[config.mk]
export PLATFORM = sky130hd
export DESIGN_NAME = alu_i_exec_flat
export DESIGN_NICKNAME = d
export VERILOG_FILES = /design/src/rtl/alu_i_exec_if.sv /design/src/rtl/alu_i_exec.sv /design/src/flat_wrapper.sv
export SDC_FILE = /design/constraint.sdc
export NUM_CORES = 1
export LEC_CHECK = 0
export BUFFER_PORTS_ARGS = -buffer_cell sky130_fd_sc_hd__buf_2
export CORE_ASPECT_RATIO = 0.5
export CORE_MARGIN = 2
export CORE_UTILIZATION = 62
export CTS_BUF_LIST = sky130_fd_sc_hd__clkbuf_16
export DETAILED_ROUTE_END_ITERATION = 16
export GPL_TIMING_DRIVEN = 0
export PLACE_DENSITY = 0.87
export SYNTH_ARGS = -nofsm -noshare
export SYNTH_HDL_FRONTEND = slang
export SYNTH_SLANG_ARGS = --single-unit
[constraint.sdc]
create_clock -name clk -period 5.25 [get_ports clk]
set_input_delay 0 -clock clk [delete_from_list [all_inputs] [get_ports clk]]
set_output_delay 0 -clock clk [all_outputs]
set_load 0.03 [all_outputs]
[src/rtl/alu_i_exec_if.sv]
// Handshake/bus bundle for the I-format execute unit: op request side and result side.
// Both channels use valid/ready: a transfer happens on a rising edge where valid and ready
// are both high; valid never waits on ready, and the sender holds its payload until then.
interface alu_i_exec_if #(
  parameter int WIDTH = 16
);
  logic             flush;
  logic             in_valid;
  logic             in_ready;
  logic [4:0]       opcode;
  logic [WIDTH-1:0] rs;
  logic [WIDTH-1:0] imm;
  logic             out_valid;
  logic             out_ready;
  logic [WIDTH-1:0] rd_data;
  logic [WIDTH-1:0] mem_addr;
  logic             mem_read;
  logic             mem_write;
  logic             ofl;
  logic             illegal;

  modport master (
    output flush, in_valid, opcode, rs, imm, out_ready,
    input  in_ready, out_valid, rd_data, mem_addr, mem_read, mem_write, ofl, illegal
  );

  modport slave (
    input  flush, in_valid, opcode, rs, imm, out_ready,
    output in_ready, out_valid, rd_data, mem_addr, mem_read, mem_write, ofl, illegal
  );
endinterface

[src/rtl/alu_i_exec.sv]
// Registered-result execute unit for I-format ops: ALU ops and mem-address ops finish in one
// edge, shifts/rotates iterate one bit per edge; result held in DONE until taken downstream.
module alu_i_exec #(
  parameter int WIDTH   = 16,
  parameter int SHAMT_W = 4
) (
  input  logic       clk,
  input  logic       rst,
  alu_i_exec_if.slave bus,
  output logic [1:0] o_dbg_state
);

  localparam logic [4:0] OP_ADDI  = 5'b01000;
  localparam logic [4:0] OP_SUBI  = 5'b01001;
  localparam logic [4:0] OP_XORI  = 5'b01010;
  localparam logic [4:0] OP_ANDNI = 5'b01011;
  localparam logic [4:0] OP_ROLI  = 5'b10100;
  localparam logic [4:0] OP_SLLI  = 5'b10101;
  localparam logic [4:0] OP_RORI  = 5'b10110;
  localparam logic [4:0] OP_SRLI  = 5'b10111;
  localparam logic [4:0] OP_ST    = 5'b10000;
  localparam logic [4:0] OP_LD    = 5'b10001;
  localparam logic [4:0] OP_STU   = 5'b10011;

  typedef enum logic [1:0] {
    S_IDLE  = 2'd0,
    S_SHIFT = 2'd1,
    S_DONE  = 2'd2
  } state_t;

  state_t             r_state, w_state_nxt;
  logic [SHAMT_W-1:0] r_cnt, w_cnt_nxt;
  logic [1:0]         r_sh_op, w_sh_op_nxt;
  logic [WIDTH-1:0]   r_rd, w_rd_nxt;
  logic [WIDTH-1:0]   r_addr, w_addr_nxt;
  logic               r_mrd, w_mrd_nxt;
  logic               r_mwr, w_mwr_nxt;
  logic               r_ofl, w_ofl_nxt;
  logic               r_ill, w_ill_nxt;

  logic [WIDTH-1:0]   w_sum_add;
  logic [WIDTH-1:0]   w_sum_sub;
  logic [WIDTH-1:0]   w_rs_n;
  logic               w_ofl_add;
  logic               w_ofl_sub;
  logic [SHAMT_W-1:0] w_shamt;
  logic [WIDTH-1:0]   w_step;

  // SUBI computes imm - rs as imm + ~rs + 1, so its overflow uses imm and ~rs as operands.
  assign w_rs_n    = ~bus.rs;
  assign w_sum_add = bus.rs + bus.imm;
  assign w_sum_sub = bus.imm + w_rs_n + WIDTH'(1);
  assign w_ofl_add = (bus.rs[WIDTH-1] == bus.imm[WIDTH-1]) &&
                     (w_sum_add[WIDTH-1] != bus.rs[WIDTH-1]);
  assign w_ofl_sub = (bus.imm[WIDTH-1] == w_rs_n[WIDTH-1]) &&
                     (w_sum_sub[WIDTH-1] != bus.imm[WIDTH-1]);
  assign w_shamt   = bus.imm[SHAMT_W-1:0];

  // r_sh_op is opcode[1:0]: 00 rotate left, 01 shift left, 10 rotate right, 11 shift right.
  always_comb begin
    w_step = r_rd;
    case (r_sh_op)
      2'b00:   w_step = {r_rd[WIDTH-2:0], r_rd[WIDTH-1]};
      2'b01:   w_step = {r_rd[WIDTH-2:0], 1'b0};
      2'b10:   w_step = {r_rd[0], r_rd[WIDTH-1:1]};
      default: w_step = {1'b0, r_rd[WIDTH-1:1]};
    endcase
  end

  always_comb begin
    w_state_nxt = r_state;
    w_cnt_nxt   = r_cnt;
    w_sh_op_nxt = r_sh_op;
    w_rd_nxt    = r_rd;
    w_addr_nxt  = r_addr;
    w_mrd_nxt   = r_mrd;
    w_mwr_nxt   = r_mwr;
    w_ofl_nxt   = r_ofl;
    w_ill_nxt   = r_ill;

    case (r_state)
      S_IDLE: begin
        if (bus.in_valid) begin
          w_state_nxt = S_DONE;
          w_cnt_nxt   = '0;
          w_rd_nxt    = '0;
          w_addr_nxt  = '0;
          w_mrd_nxt   = 1'b0;
          w_mwr_nxt   = 1'b0;
          w_ofl_nxt   = 1'b0;
          w_ill_nxt   = 1'b0;
          case (bus.opcode)
            OP_ADDI: begin
              w_rd_nxt  = w_sum_add;
              w_ofl_nxt = w_ofl_add;
            end
            OP_SUBI: begin
              w_rd_nxt  = w_sum_sub;
              w_ofl_nxt = w_ofl_sub;
            end
            OP_XORI:  w_rd_nxt = bus.rs ^ bus.imm;
            OP_ANDNI: w_rd_nxt = bus.rs & ~bus.imm;
            OP_ROLI, OP_SLLI, OP_RORI, OP_SRLI: begin
              w_rd_nxt    = bus.rs;
              w_sh_op_nxt = bus.opcode[1:0];
              if (w_shamt != '0) begin
                w_cnt_nxt   = w_shamt;
                w_state_nxt = S_SHIFT;
              end
            end
            OP_ST: begin
              w_addr_nxt = w_sum_add;
              w_mwr_nxt  = 1'b1;
            end
            OP_LD: begin
              w_addr_nxt = w_sum_add;
              w_mrd_nxt  = 1'b1;
            end
            OP_STU: begin
              w_rd_nxt   = w_sum_add;
              w_addr_nxt = w_sum_add;
              w_mwr_nxt  = 1'b1;
            end
            default: w_ill_nxt = 1'b1;
          endcase
        end
      end
      S_SHIFT: begin
        w_rd_nxt = w_step;
        if (r_cnt == SHAMT_W'(1)) begin
          w_cnt_nxt   = '0;
          w_state_nxt = S_DONE;
        end else begin
          w_cnt_nxt = r_cnt - SHAMT_W'(1);
        end
      end
      S_DONE: begin
        if (bus.out_ready) w_state_nxt = S_IDLE;
      end
      default: w_state_nxt = S_IDLE;
    endcase

    // Flush wins over everything except reset, including an op offered in the same cycle.
    if (bus.flush) begin
      w_state_nxt = S_IDLE;
      w_cnt_nxt   = '0;
      w_sh_op_nxt = 2'b00;
      w_rd_nxt    = '0;
      w_addr_nxt  = '0;
      w_mrd_nxt   = 1'b0;
      w_mwr_nxt   = 1'b0;
      w_ofl_nxt   = 1'b0;
      w_ill_nxt   = 1'b0;
    end
  end

  always_ff @(posedge clk) begin
    if (rst) begin
      r_state <= S_IDLE;
      r_cnt   <= '0;
      r_sh_op <= 2'b00;
      r_rd    <= '0;
      r_addr  <= '0;
      r_mrd   <= 1'b0;
      r_mwr   <= 1'b0;
      r_ofl   <= 1'b0;
      r_ill   <= 1'b0;
    end else begin
      r_state <= w_state_nxt;
      r_cnt   <= w_cnt_nxt;
      r_sh_op <= w_sh_op_nxt;
      r_rd    <= w_rd_nxt;
      r_addr  <= w_addr_nxt;
      r_mrd   <= w_mrd_nxt;
      r_mwr   <= w_mwr_nxt;
      r_ofl   <= w_ofl_nxt;
      r_ill   <= w_ill_nxt;
    end
  end

  assign bus.in_ready  = (r_state == S_IDLE);
  assign bus.out_valid = (r_state == S_DONE);
  assign bus.rd_data   = r_rd;
  assign bus.mem_addr  = r_addr;
  assign bus.mem_read  = r_mrd;
  assign bus.mem_write = r_mwr;
  assign bus.ofl       = r_ofl;
  assign bus.illegal   = r_ill;
  assign o_dbg_state   = r_state;

endmodule

[src/flat_wrapper.sv]
// flat-port wrapper written by rule: the top's interface ports become plain ports
module alu_i_exec_flat 
#(
  parameter int WIDTH   = 16,
  parameter int SHAMT_W = 4
)
  (clk, rst, o_dbg_state, bus_flush, bus_in_valid, bus_opcode, bus_rs, bus_imm, bus_out_ready, bus_in_ready, bus_out_valid, bus_rd_data, bus_mem_addr, bus_mem_read, bus_mem_write, bus_ofl, bus_illegal);
  alu_i_exec_if #(.WIDTH(WIDTH)) bus_i ();
  input  logic clk;
  input  logic rst;
  output logic [1:0] o_dbg_state;
  input wire logic [$bits(bus_i.flush)-1:0] bus_flush;
  input wire logic [$bits(bus_i.in_valid)-1:0] bus_in_valid;
  input wire logic [$bits(bus_i.opcode)-1:0] bus_opcode;
  input wire logic [$bits(bus_i.rs)-1:0] bus_rs;
  input wire logic [$bits(bus_i.imm)-1:0] bus_imm;
  input wire logic [$bits(bus_i.out_ready)-1:0] bus_out_ready;
  output wire logic [$bits(bus_i.in_ready)-1:0] bus_in_ready;
  output wire logic [$bits(bus_i.out_valid)-1:0] bus_out_valid;
  output wire logic [$bits(bus_i.rd_data)-1:0] bus_rd_data;
  output wire logic [$bits(bus_i.mem_addr)-1:0] bus_mem_addr;
  output wire logic [$bits(bus_i.mem_read)-1:0] bus_mem_read;
  output wire logic [$bits(bus_i.mem_write)-1:0] bus_mem_write;
  output wire logic [$bits(bus_i.ofl)-1:0] bus_ofl;
  output wire logic [$bits(bus_i.illegal)-1:0] bus_illegal;
  assign bus_i.flush = bus_flush;
  assign bus_i.in_valid = bus_in_valid;
  assign bus_i.opcode = bus_opcode;
  assign bus_i.rs = bus_rs;
  assign bus_i.imm = bus_imm;
  assign bus_i.out_ready = bus_out_ready;
  assign bus_in_ready = bus_i.in_ready;
  assign bus_out_valid = bus_i.out_valid;
  assign bus_rd_data = bus_i.rd_data;
  assign bus_mem_addr = bus_i.mem_addr;
  assign bus_mem_read = bus_i.mem_read;
  assign bus_mem_write = bus_i.mem_write;
  assign bus_ofl = bus_i.ofl;
  assign bus_illegal = bus_i.illegal;
  alu_i_exec #(.WIDTH(WIDTH), .SHAMT_W(SHAMT_W)) u_core (.clk(clk), .rst(rst), .bus(bus_i), .o_dbg_state(o_dbg_state));
endmodule
==> run_results.csv <==
group,metric,value,unit
critical_path,r2r-start,"u_core.o_dbg_state[1]$_SDFFE_PP0P_",
critical_path,worstPathMaxFanout,10,
logic_synthesis,yosysSeqAreaShare,0.190,
die,die_y,65.1,um
logic_synthesis,synth_cell_types,80,
clock_network,clock-sinks,44,
critical_path,reg2reg_to,"u_core.bus.mem_addr[10]$_SDFFE_PP0P_",
drt,first_pass_iters,7,
clock_network,postCtsSetupRepairBufs,0,
sta,period_needed,2.41,ns
drt,drc,0,
job,max_cap_viol_count,0,
drt,drt-total-wl,15.8,mm
sta,tightest_slew,0.834,ns
hold_path,hold_path_class,"primary input to register",
placement,gp_congestion,1.04,
pwr,p_sw_frac,0.390,
sta,hold_viol,0,
drt,antenna_left,0,
pwr,power_density,202,nW/um^2
logic_synthesis,ys_warn_count,0,
drt,drt-initial-drc-count,790,
global_route,met1_usage,0.528,
global_route,grt_first_pass_wirelength,24.0,mm
cells_and_area,n_fill_cell,598,
clock_network,clockBufferDepth,2,
clock_network,htree_levels,2,
status,outcome,"completed",
logic_synthesis,synth_async_sr_flop_share,0,
sta,skew,0.00674,ns
sta,finalSetupTns,0,ns
die,core,7290,um^2
clock_network,cts-buffers-inserted,5,
clock_network,cts_hold_buf,0,
cells_and_area,nNetsFinal,786,
pwr,p_int,0.653,mW
clock_network,cts_root_buffer,"clkbuf_16",
global_route,gr-usage-met2,0.540,
die,start_util,0.635,
sta,final-setup-viol-count,0,
critical_path,critPathRequiredTime,5.48,ns
logic_synthesis,syn_nets,700,
critical_path,worstSetupPathType,"register to register",
placement,post-dp-hpwl,11.8,mm
logic_synthesis,synth_seq_cells,44,
pwr,power_frac_clock,0.309,
critical_path,critPathLaunch,"u_core.o_dbg_state[1]$_SDFFE_PP0P_",
global_route,grt.total_usage,0.374,
global_route,grt_busiest_layer,"met2",
pwr,p_sw,0.418,mW
clock_network,cts_resized,0,
logic_synthesis,synthFlopType,"dfxtp_1",
sta,fin_crit_sh,0.458,
critical_path,crit_path_end,"u_core.bus.mem_addr[10]$_SDFFE_PP0P_",
cells_and_area,drive_above_1_share,0.181,
pwr,p_seq_frac,0.325,
sta,drv_slew,0,
die,die_area,8220,um^2
placement,numPortBuffers,79,
die,die_w,126,um
global_route,grt_overflow,0,
cells_and_area,antenna_cells,0,
drt,via_per_inst,6.76,
logic_synthesis,synth_area,4630,um^2
global_route,antenna_found_initial,0,
logic_synthesis,avgSynthCellArea,7.60,um^2
critical_path,worst-r2r-setup-slack,2.84,ns
pwr,power.leakage,2.25,nW
sta,max_freq,416,MHz
die,io_pins,82,
critical_path,crit_arrival,2.64,ns
critical_path,cp-end-kind,"register",
drt,vias,5352,
clock_network,clkTransAtPathRegs,0.07,ns
pwr,vdd_ir_drop_max,130,uV
drt,wire_per_inst,19.9,um
global_route,grtUsageMet3,0.124,
cells_and_area,final_util,0.725,
critical_path,startpoint_type,"register",
cells_and_area,multi_input_area,3360,um^2
pwr,p_comb_frac,0.366,
logic_synthesis,synthCells,609,
pwr,total_power,1.07,mW
global_route,grt_start_max_net_pins,15,
die,rows,22,
cells_and_area,regArea,881,um^2
critical_path,ff2ff_path_depth,8,
clock_network,clkLatencyLatePin,0.30,ns
cells_and_area,synthToLayoutAreaGrowth,14.2,%
global_route,grt_pass1_vias,4527,
logic_synthesis,synth_edf_count,0,
sta,grt_setup_unrepaired,"no",
sta,max_slew_margin,0.442,
clock_network,cts_tree,"yes",
cells in the final DEF, fill, tap and decap left out, types with 5 or more instances in the layout:
| cell | n |
|---|---|
| a2111oi_0 | 5 |
| a211oi_1 | 13 |
| a21o_1 | 9 |
| a21oi_1 | 55 |
| a221oi_1 | 13 |
| a22oi_1 | 19 |
| a31oi_1 | 7 |
| and2_1 | 5 |
| buf_2 | 91 |
| buf_4 | 6 |
| clkbuf_1 | 19 |
| clkbuf_16 | 5 |
| dfxtp_1 | 44 |
| ha_1 | 47 |
| inv_1 | 45 |
| mux2i_1 | 12 |
| nand2_1 | 44 |
| nand2b_1 | 11 |
| nand3_1 | 5 |
| nor2_1 | 49 |
| nor2b_1 | 13 |
| nor3_1 | 13 |
| o211ai_1 | 8 |
| o21ai_0 | 34 |
| o21bai_1 | 5 |
| xnor2_1 | 8 |
| xor2_1 | 7 |
cells by family (layout without fill, tap and decap cells):
kind of cell,count (synthesis),after routing,share of synthesized area
AO/OA/AOI/OAI,224,224,0.337
XOR/XNOR,15,15,0.0284
multiplexers,14,14,0.0308
adder cells (fa/ha/maj),49,49,0.136
AND/OR/NAND/NOR,174,174,0.194
buffers and inverters,89,176,0.0838
flip-flops,44,44,0.190
metrics by stage:
stage	hold slack, ns	cell area (um^2)	instances	setup WS, ns
finish	0.0143	5290	792	2.84
global placement	0.317	5140	784	2.75
detailed placement	0.327	5140	784	2.72
global route	0.0306	5290	792	2.69
floorplan	0.136	4630	609	2.90
CTS	0.0145	5290	792	2.94
flip-flops by register name, indices dropped and copies added, names as in the netlist:
register and flops:
u_core.bus.mem_addr 16, u_core.bus.rd_data 16, u_core.r_cnt 4, u_core.o_dbg_state 2, u_core.r_sh_op 2, u_core.bus.illegal 1, u_core.bus.mem_read 1, u_core.bus.mem_write 1
u_core.bus.ofl 1
power by group through the flow:
| stage | sequential (mW) | combinational, mW | clock [mW] |
|---|---|---|---|
| after detailed placement | 0.356 | 0.373 | 0 |
| final | 0.348 | 0.391 | 0.331 |
| after CTS | 0.348 | 0.376 | 0.323 |
| after global placement | 0.355 | 0.365 | 0 |
| after floorplan | 0.367 | 0.249 | 0 |
| after global routing | 0.349 | 0.419 | 0.333 |
critical path, stage by stage (launching register included):
cell	delay, ns
dfxtp_1	0.30
buf_2	0.18
nor2_1	0.31
nand2_1	0.33
nor3b_1	0.40
and2_1	0.24
buf_2	0.34
a22oi_1	0.11
nor2_1	0.11
area by class of cell:
type	count	share of cell area
multi-input combinational	476	0.635
sequential	44	0.167
timing repair buffer	79	0.0748
buffer	42	0.0400
inverter	47	0.0334
clock buffer	5	0.0237
tap	96	0.0227
clock inverter	3	0.00355
per-layer routing:
metal	up-vias	wire (um)	share of wire
met5	-	0	0
met4	0	408	0.026
met3	51	2610	0.17
met2	455	6390	0.40
met1	2429	6370	0.40
li1	2417	-	-
synth_stat cells (3+ instances only):
library cell | instances | area [um^2]
a2111oi_0 | 5 | 43.8
a32oi_1 | 3 | 26.3
o21bai_1 | 5 | 37.5
mux2i_1 | 12 | 120
nor2_1 | 49 | 184
buf_2 | 12 | 60.1
a31oi_1 | 7 | 43.8
nand2b_1 | 11 | 68.8
nand2_1 | 44 | 165
a211oi_1 | 13 | 97.6
a221oi_1 | 13 | 114
a211o_1 | 4 | 35.0
o21ai_1 | 3 | 15.0
a22oi_1 | 19 | 143
clkbuf_1 | 19 | 71.3
o221ai_1 | 3 | 26.3
nor3_1 | 13 | 65.1
xnor2_1 | 8 | 70.1
o21ai_0 | 34 | 170
nor4_1 | 4 | 25.0
nand4_1 | 4 | 25.0
inv_1 | 45 | 169
a2111o_1 | 3 | 33.8
or2_2 | 3 | 18.8
o211ai_1 | 8 | 60.1
nor2b_1 | 13 | 81.3
a21oi_1 | 55 | 275
and2_1 | 5 | 31.3
a21o_1 | 9 | 67.6
or3_1 | 3 | 18.8
ha_1 | 47 | 588
o21a_1 | 4 | 30.0
o31ai_1 | 3 | 22.5
xor2_1 | 7 | 61.3
dfxtp_1 | 44 | 881
o211a_1 | 3 | 30.0
nand3_1 | 5 | 25.0
nor3b_1 | 3 | 22.5
a222oi_1 | 3 | 30.0
buf_4 | 6 | 45.0
how the worst min path moves through the flow:
stage / to / startpoint / slack, ns / cells after the start
2_1_floorplan: u_core.r_sh_op[1]$_SDFFE_PP0P_ / bus_opcode[1] / 0.14 / 2
3_3_place_gp: u_core.r_sh_op[1]$_SDFFE_PP0P_ / bus_opcode[1] / 0.32 / 3
3_5_place_dp: u_core.r_sh_op[1]$_SDFFE_PP0P_ / bus_opcode[1] / 0.33 / 3
4_1_cts: u_core.r_sh_op[1]$_SDFFE_PP0P_ / bus_opcode[1] / 0.01 / 3
5_1_grt: u_core.r_sh_op[1]$_SDFFE_PP0P_ / bus_opcode[1] / 0.03 / 3
6_report: u_core.r_sh_op[1]$_SDFFE_PP0P_ / bus_opcode[1] / 0.01 / 3
Note: power is estimated with default switching activity, not from simulation.
